`config.mk`:
```
export PLATFORM = sky130hd
export DESIGN_NAME = dmem_responder
export DESIGN_NICKNAME = d
export VERILOG_FILES = /design/src/rtl/dmem_responder.sv
export SDC_FILE = /design/constraint.sdc
export NUM_CORES = 1
export LEC_CHECK = 0
export ABC_CLOCK_PERIOD_IN_PS = 1950
export CAP_MARGIN = 20
export CELL_PAD_IN_SITES_DETAIL_PLACEMENT = 1
export CELL_PAD_IN_SITES_GLOBAL_PLACEMENT = 1
export CORE_MARGIN = 1
export CORE_UTILIZATION = 29
export CTS_BUF_LIST = sky130_fd_sc_hd__clkbuf_4 sky130_fd_sc_hd__clkbuf_8
export CTS_CLUSTER_DIAMETER = 200
export DETAILED_ROUTE_END_ITERATION = 8
export HOLD_SLACK_MARGIN = 0.06
export PLACE_DENSITY = 0.86
export RECOVER_POWER = 25
export SLEW_MARGIN = 20
export SYNTH_ARGS = -nofsm -noshare
export SYNTH_HDL_FRONTEND = slang
export SYNTH_SLANG_ARGS = --single-unit
```
`constraint.sdc`:
```
create_clock -name clk -period 1.95 [get_ports clk]
set_clock_uncertainty 0.05 [all_clocks]
set_input_delay 0.2925 -clock clk [delete_from_list [all_inputs] [get_ports clk]]
set_output_delay 0.2925 -clock clk [all_outputs]
set_load 0.01 [all_outputs]
```
`src/rtl/dmem_responder.sv`:
```
// Data-memory responder: turns a single req/ready handshake into a timed
// asynchronous-SRAM cycle (setup, WAIT-cycle access, hold, response).
//
// state  | meaning
// -------+---------------------------------------------------------------
// IDLE   | waiting for req low; latches the transfer on the accepting edge
// SETUP  | chip enabled, address (and store data) driven, strobes high
// ACCESS | WAIT cycles with sram_oe (load) or sram_we (store) asserted
// HOLD   | strobes released, address/data/chip-enable held
// RESP   | ready pulsed low, SRAM released
module dmem_responder #(
  parameter int WAIT = 2
) (
  input  logic        clk,
  input  logic        rst,
  input  logic        req,
  input  logic        we,
  input  logic [16:0] addr,
  input  logic [31:0] wdata,
  input  logic [3:0]  be,
  output logic [31:0] rdata,
  output logic        ready,
  output logic [14:0] sram_a,
  output logic [31:0] sram_dq_o,
  input  logic [31:0] sram_dq_i,
  output logic        sram_dq_oe,
  output logic        sram_ce,
  output logic        sram_oe,
  output logic [3:0]  sram_we
);

  localparam logic [2:0] S_IDLE   = 3'd0;
  localparam logic [2:0] S_SETUP  = 3'd1;
  localparam logic [2:0] S_ACCESS = 3'd2;
  localparam logic [2:0] S_HOLD   = 3'd3;
  localparam logic [2:0] S_RESP   = 3'd4;

  localparam logic [3:0] CNT_LOAD = 4'(WAIT - 1);

  logic [2:0] state;
  logic [3:0] cnt;
  logic       is_store;
  logic [3:0] be_q;

  // byte offset within the word has no meaning for a 32-bit SRAM
  logic addr_lsb_unused;
  assign addr_lsb_unused = ^addr[1:0];

  // Every output is a register set on the transition into the state that
  // needs it, so nothing combinational reaches the pins.
  always_ff @(posedge clk or negedge rst) begin
    if (!rst) begin
      state      <= S_IDLE;
      cnt        <= 4'd0;
      is_store   <= 1'b0;
      be_q       <= 4'hF;
      rdata      <= 32'h0;
      ready      <= 1'b1;
      sram_a     <= 15'h0;
      sram_dq_o  <= 32'h0;
      sram_dq_oe <= 1'b0;
      sram_ce    <= 1'b1;
      sram_oe    <= 1'b1;
      sram_we    <= 4'hF;
    end else begin
      case (state)
        S_IDLE: begin
          if (!req) begin
            state      <= S_SETUP;
            is_store   <= ~we;
            be_q       <= be;
            sram_a     <= addr[16:2];
            sram_dq_o  <= wdata;
            sram_dq_oe <= ~we;
            sram_ce    <= 1'b0;
          end
        end
        S_SETUP: begin
          state <= S_ACCESS;
          cnt   <= CNT_LOAD;
          if (is_store) begin
            sram_we <= be_q;
          end else begin
            sram_oe <= 1'b0;
          end
        end
        S_ACCESS: begin
          if (cnt == 4'd0) begin
            state   <= S_HOLD;
            sram_oe <= 1'b1;
            sram_we <= 4'hF;
            if (!is_store) begin
              rdata <= sram_dq_i;
            end
          end else begin
            cnt <= cnt - 4'd1;
          end
        end
        S_HOLD: begin
          state      <= S_RESP;
          ready      <= 1'b0;
          sram_ce    <= 1'b1;
          sram_dq_oe <= 1'b0;
        end
        S_RESP: begin
          state <= S_IDLE;
          ready <= 1'b1;
        end
        default: begin
          state <= S_IDLE;
        end
      endcase
    end
  end

endmodule

```
==> results of run 1 <==
power groups by stage:
stage,combinational [mW],clock (mW),sequential [mW]
3_3_place_gp,4.56,0,3.69
3_5_place_dp,4.77,0,3.77
5_1_grt,5.41,1.42,3.86
6_report,4.99,1.28,3.74
4_1_cts,4.95,1.35,3.74
2_1_floorplan,1.82,0,4.06
worst paths after layout:
check / start / endpoint / slack, ps / cells past startpoint
max: cnt[0] / rdata[9] / -90 / 7
min: be[0] / be_q[0] / 370 / 3
max reg2reg: cnt[0] / rdata[9] / -90 / 7
min reg2reg: be_q[0] / be_q[0] / 420 / 2
max in group asynchronous: rst / sram_a[9] / 190 / 3
min in group asynchronous: rst / rdata[3] / 640 / 2
synth_stat cells (all sizes together):
cell type / number / share of area
ha: 2 / 0.0062
mux2i: 4 / 0.010
clkbuf: 6 / 0.0056
nand3: 1 / 0.0012
xnor2: 1 / 0.0022
nor3b: 4 / 0.012
or4: 1 / 0.0019
nor4bb: 1 / 0.0025
a21o: 1 / 0.0019
o21ai: 3 / 0.0037
buf: 11 / 0.026
mux2: 32 / 0.12
nand2b: 2 / 0.0031
a2bb2oi: 4 / 0.0087
nor4: 2 / 0.0047
or3b: 2 / 0.0050
inv: 3 / 0.0028
nand2: 163 / 0.15
dfrtp: 88 / 0.55
nor2: 9 / 0.0084
dfstp: 11 / 0.072
nor3: 1 / 0.0012
a21oi: 2 / 0.0025
cell families (layout without fill, tap and decap cells):
kind of cell,Yosys count,in the layout,share of synthesized area
compound gates,10,10,0.0168
xor+xnor,1,1,0.00218
fa+ha+maj,2,2,0.00624
buf+inv,20,218,0.0340
flops,99,99,0.621
mux,36,36,0.128
simple gates,186,186,0.192
through the flow:
step           hold WS [ps]  instance area [um2]  setup WS [ps]  power [mW]  TNS, ps
5_1_grt                 355                 6380           -166        10.7    -4930
4_1_cts                 278                 6320           -110        10.0    -2450
3_5_place_dp            152                 6000           -130        8.54    -2520
2_1_floorplan         -53.1                 4010           -112        5.87    -3350
6_report                367                 6380          -94.6        10.0    -2430
3_3_place_gp            144                 6000          -81.5        8.25    -1500
layout make-up:
type / count / area, um2
multi-input combinational: 235 / 1440
clock buffer: 13 / 166
sequential: 99 / 2490
clock inverter: 3 / 21.3
inverter: 3 / 11.3
fill: 1518 / 6970
tap: 176 / 220
timing repair buffer: 199 / 2030
layer usage:
| layer | vias to the layer above | wire (um) | share of wire |
|---|---|---|---|
| met5 | - | 0 | 0 |
| met4 | 0 | 186 | 0.015 |
| met3 | 16 | 1110 | 0.091 |
| met2 | 139 | 6220 | 0.51 |
| met1 | 1599 | 4700 | 0.38 |
| li1 | 1506 | - | - |
sequential cells by signal, summed over array words and instances, names as in the netlist:
name and cells:
sram_ce 1, is_store 1, sram_a 15, sram_we 4, be_q 4, rdata 32, sram_dq_oe 1, state 3
sram_dq_o 32, sram_oe 1, cnt 4, ready 1
tightest hold or removal path: cells and delay by family:
kind	cells	cell delay, ps
buffers and inverters	1	400
and+or+nand+nor	2	100
repair_timing:
action,4_1_cts,5_1_grt
resized for setup,9,6
buffers inserted,5,3
hold endpoints to repair,18,0
cloned,2,1
setup endpoints to repair,32,32
pin swaps,1,1
hold buffers,1,0
==> run summary, run 1 <==
IO buf count: 173
Lkg Pwr: 2.95 nW
Initial DRC Count: 96
# IOs: 176
most frequent cells in the layout: clkdlybuf4s50_1 (172), nand2_1 (163), dfrtp_1 (88), mux2_4 (32), buf_4 (15)
Die Height: 120 um
first-pass detailed-route iteration total: 4
worst skew pair latency: 370 ps
failing checks: negative setup slack
gr usage total: 0.180
Worst Tran Pin Value: 1210 ps
die width: 120 um
CP max stage cell: dfrtp_1
Detailed Route WL: 12200 um
n_diodes: 0
clock root cell: clkbuf_8
final setup fails: 32
Vias: 3260
Sw Share: 0.341
Overflow after GRT: 0
slowest stage delay, CP: 410 ps
Reg power frac: 0.374
post-route minimum period: 2040 ps
Worst EP required: 2160 ps
critical path class: reg -> reg
CP top delay family: simple AND/OR/NAND/NOR gates
Synth warnings: 0
placed instance count: 700
Setup crit start kind: register
Final Hold Viols: 0
Remaining DRCs: 0
GRT Max-Usage Layer: met2
Crit Path Max Fanout: 8
Die ar.: 14300 um2
worst rel slew slack: 0.194
GR Util met1: 0.189
P per Cell Area: 1570 nW/um2
hpwl dp: 8590 um
most common cell after layout, fill and taps aside: clkdlybuf4s50_1
Mapped Cells: 354
status: complete, but fails checks
WL/cell: 16.8 um
Yosys reg bits: 99
global-route wire length before repair: 19500 um
GRT met2 Usage: 0.322
CP cell instances: inv_2, ha_4, or3b_4, nor3b_4, buf_6, clkbuf_16, mux2_4
Layout Utilization: 0.478
routed vias/inst: 4.48
post-synth net total: 445
clock sink count: 99
worst path setup slack after routing: -94.6 ps
Mapped Area: 4010 um2
P_int: 6.59 mW
GR Util met3: 0.0760
Hold Crit Class: in -> reg
Combinational Power Share: 0.499
Max VDD drop: 0.609 mV
clock slew at reported path FFs: 90 ps
FP Rows: 42
largest net degree at the start of global routing: 56
Final Non-Filler Cells: 728
Slew Limit Fails: 0
vias in the first global route: 3738
Clock Power Share: 0.128
CP endpoint kind: register
layout cell share with drive strength beyond 1: 0.176
worst-case clock buffer depth: 2
CP bufs+invs: 3
RSZ-0062 raised after global routing: true
TritonCTS clock tree: done
synthesized area per cell: 11.3 um2
Tcrit/Tclk final: 1.05
Layout area overhead: 59.0%
net switching power: 3.42 mW
number of routed nets with antenna violations: 0
CTS H-tree lvls: 3
Post-layout nets: 638
Num CTS Buffers: 9
Distinct cells, synth: 30
CP arrival: 2250 ps
register area share after synthesis: 0.621
Initial Util: 0.301
initial antenna violation count: 0
CORE AREA: 13300 um2
Peak Freq: 489 MHz
routability congestion estimate: 0.763
total of max-cap violations: 0
Note: power is estimated with default switching activity, not from simulation.
==> run 2: changes to the inputs <==
--- a/config.mk
+++ b/config.mk
@@ -5,7 +5,6 @@
 export SDC_FILE = /design/constraint.sdc
 export NUM_CORES = 1
 export LEC_CHECK = 0
-export ABC_CLOCK_PERIOD_IN_PS = 1950
 export CAP_MARGIN = 20
 export CELL_PAD_IN_SITES_DETAIL_PLACEMENT = 1
 export CELL_PAD_IN_SITES_GLOBAL_PLACEMENT = 1
@@ -14,6 +13,7 @@
 export CTS_BUF_LIST = sky130_fd_sc_hd__clkbuf_4 sky130_fd_sc_hd__clkbuf_8
 export CTS_CLUSTER_DIAMETER = 200
 export DETAILED_ROUTE_END_ITERATION = 8
+export GPL_ROUTABILITY_DRIVEN = 0
 export HOLD_SLACK_MARGIN = 0.06
 export PLACE_DENSITY = 0.86
 export RECOVER_POWER = 25
==> results of run 2 <==
The final DEF is identical to that of run 1; final timing and power are the same.
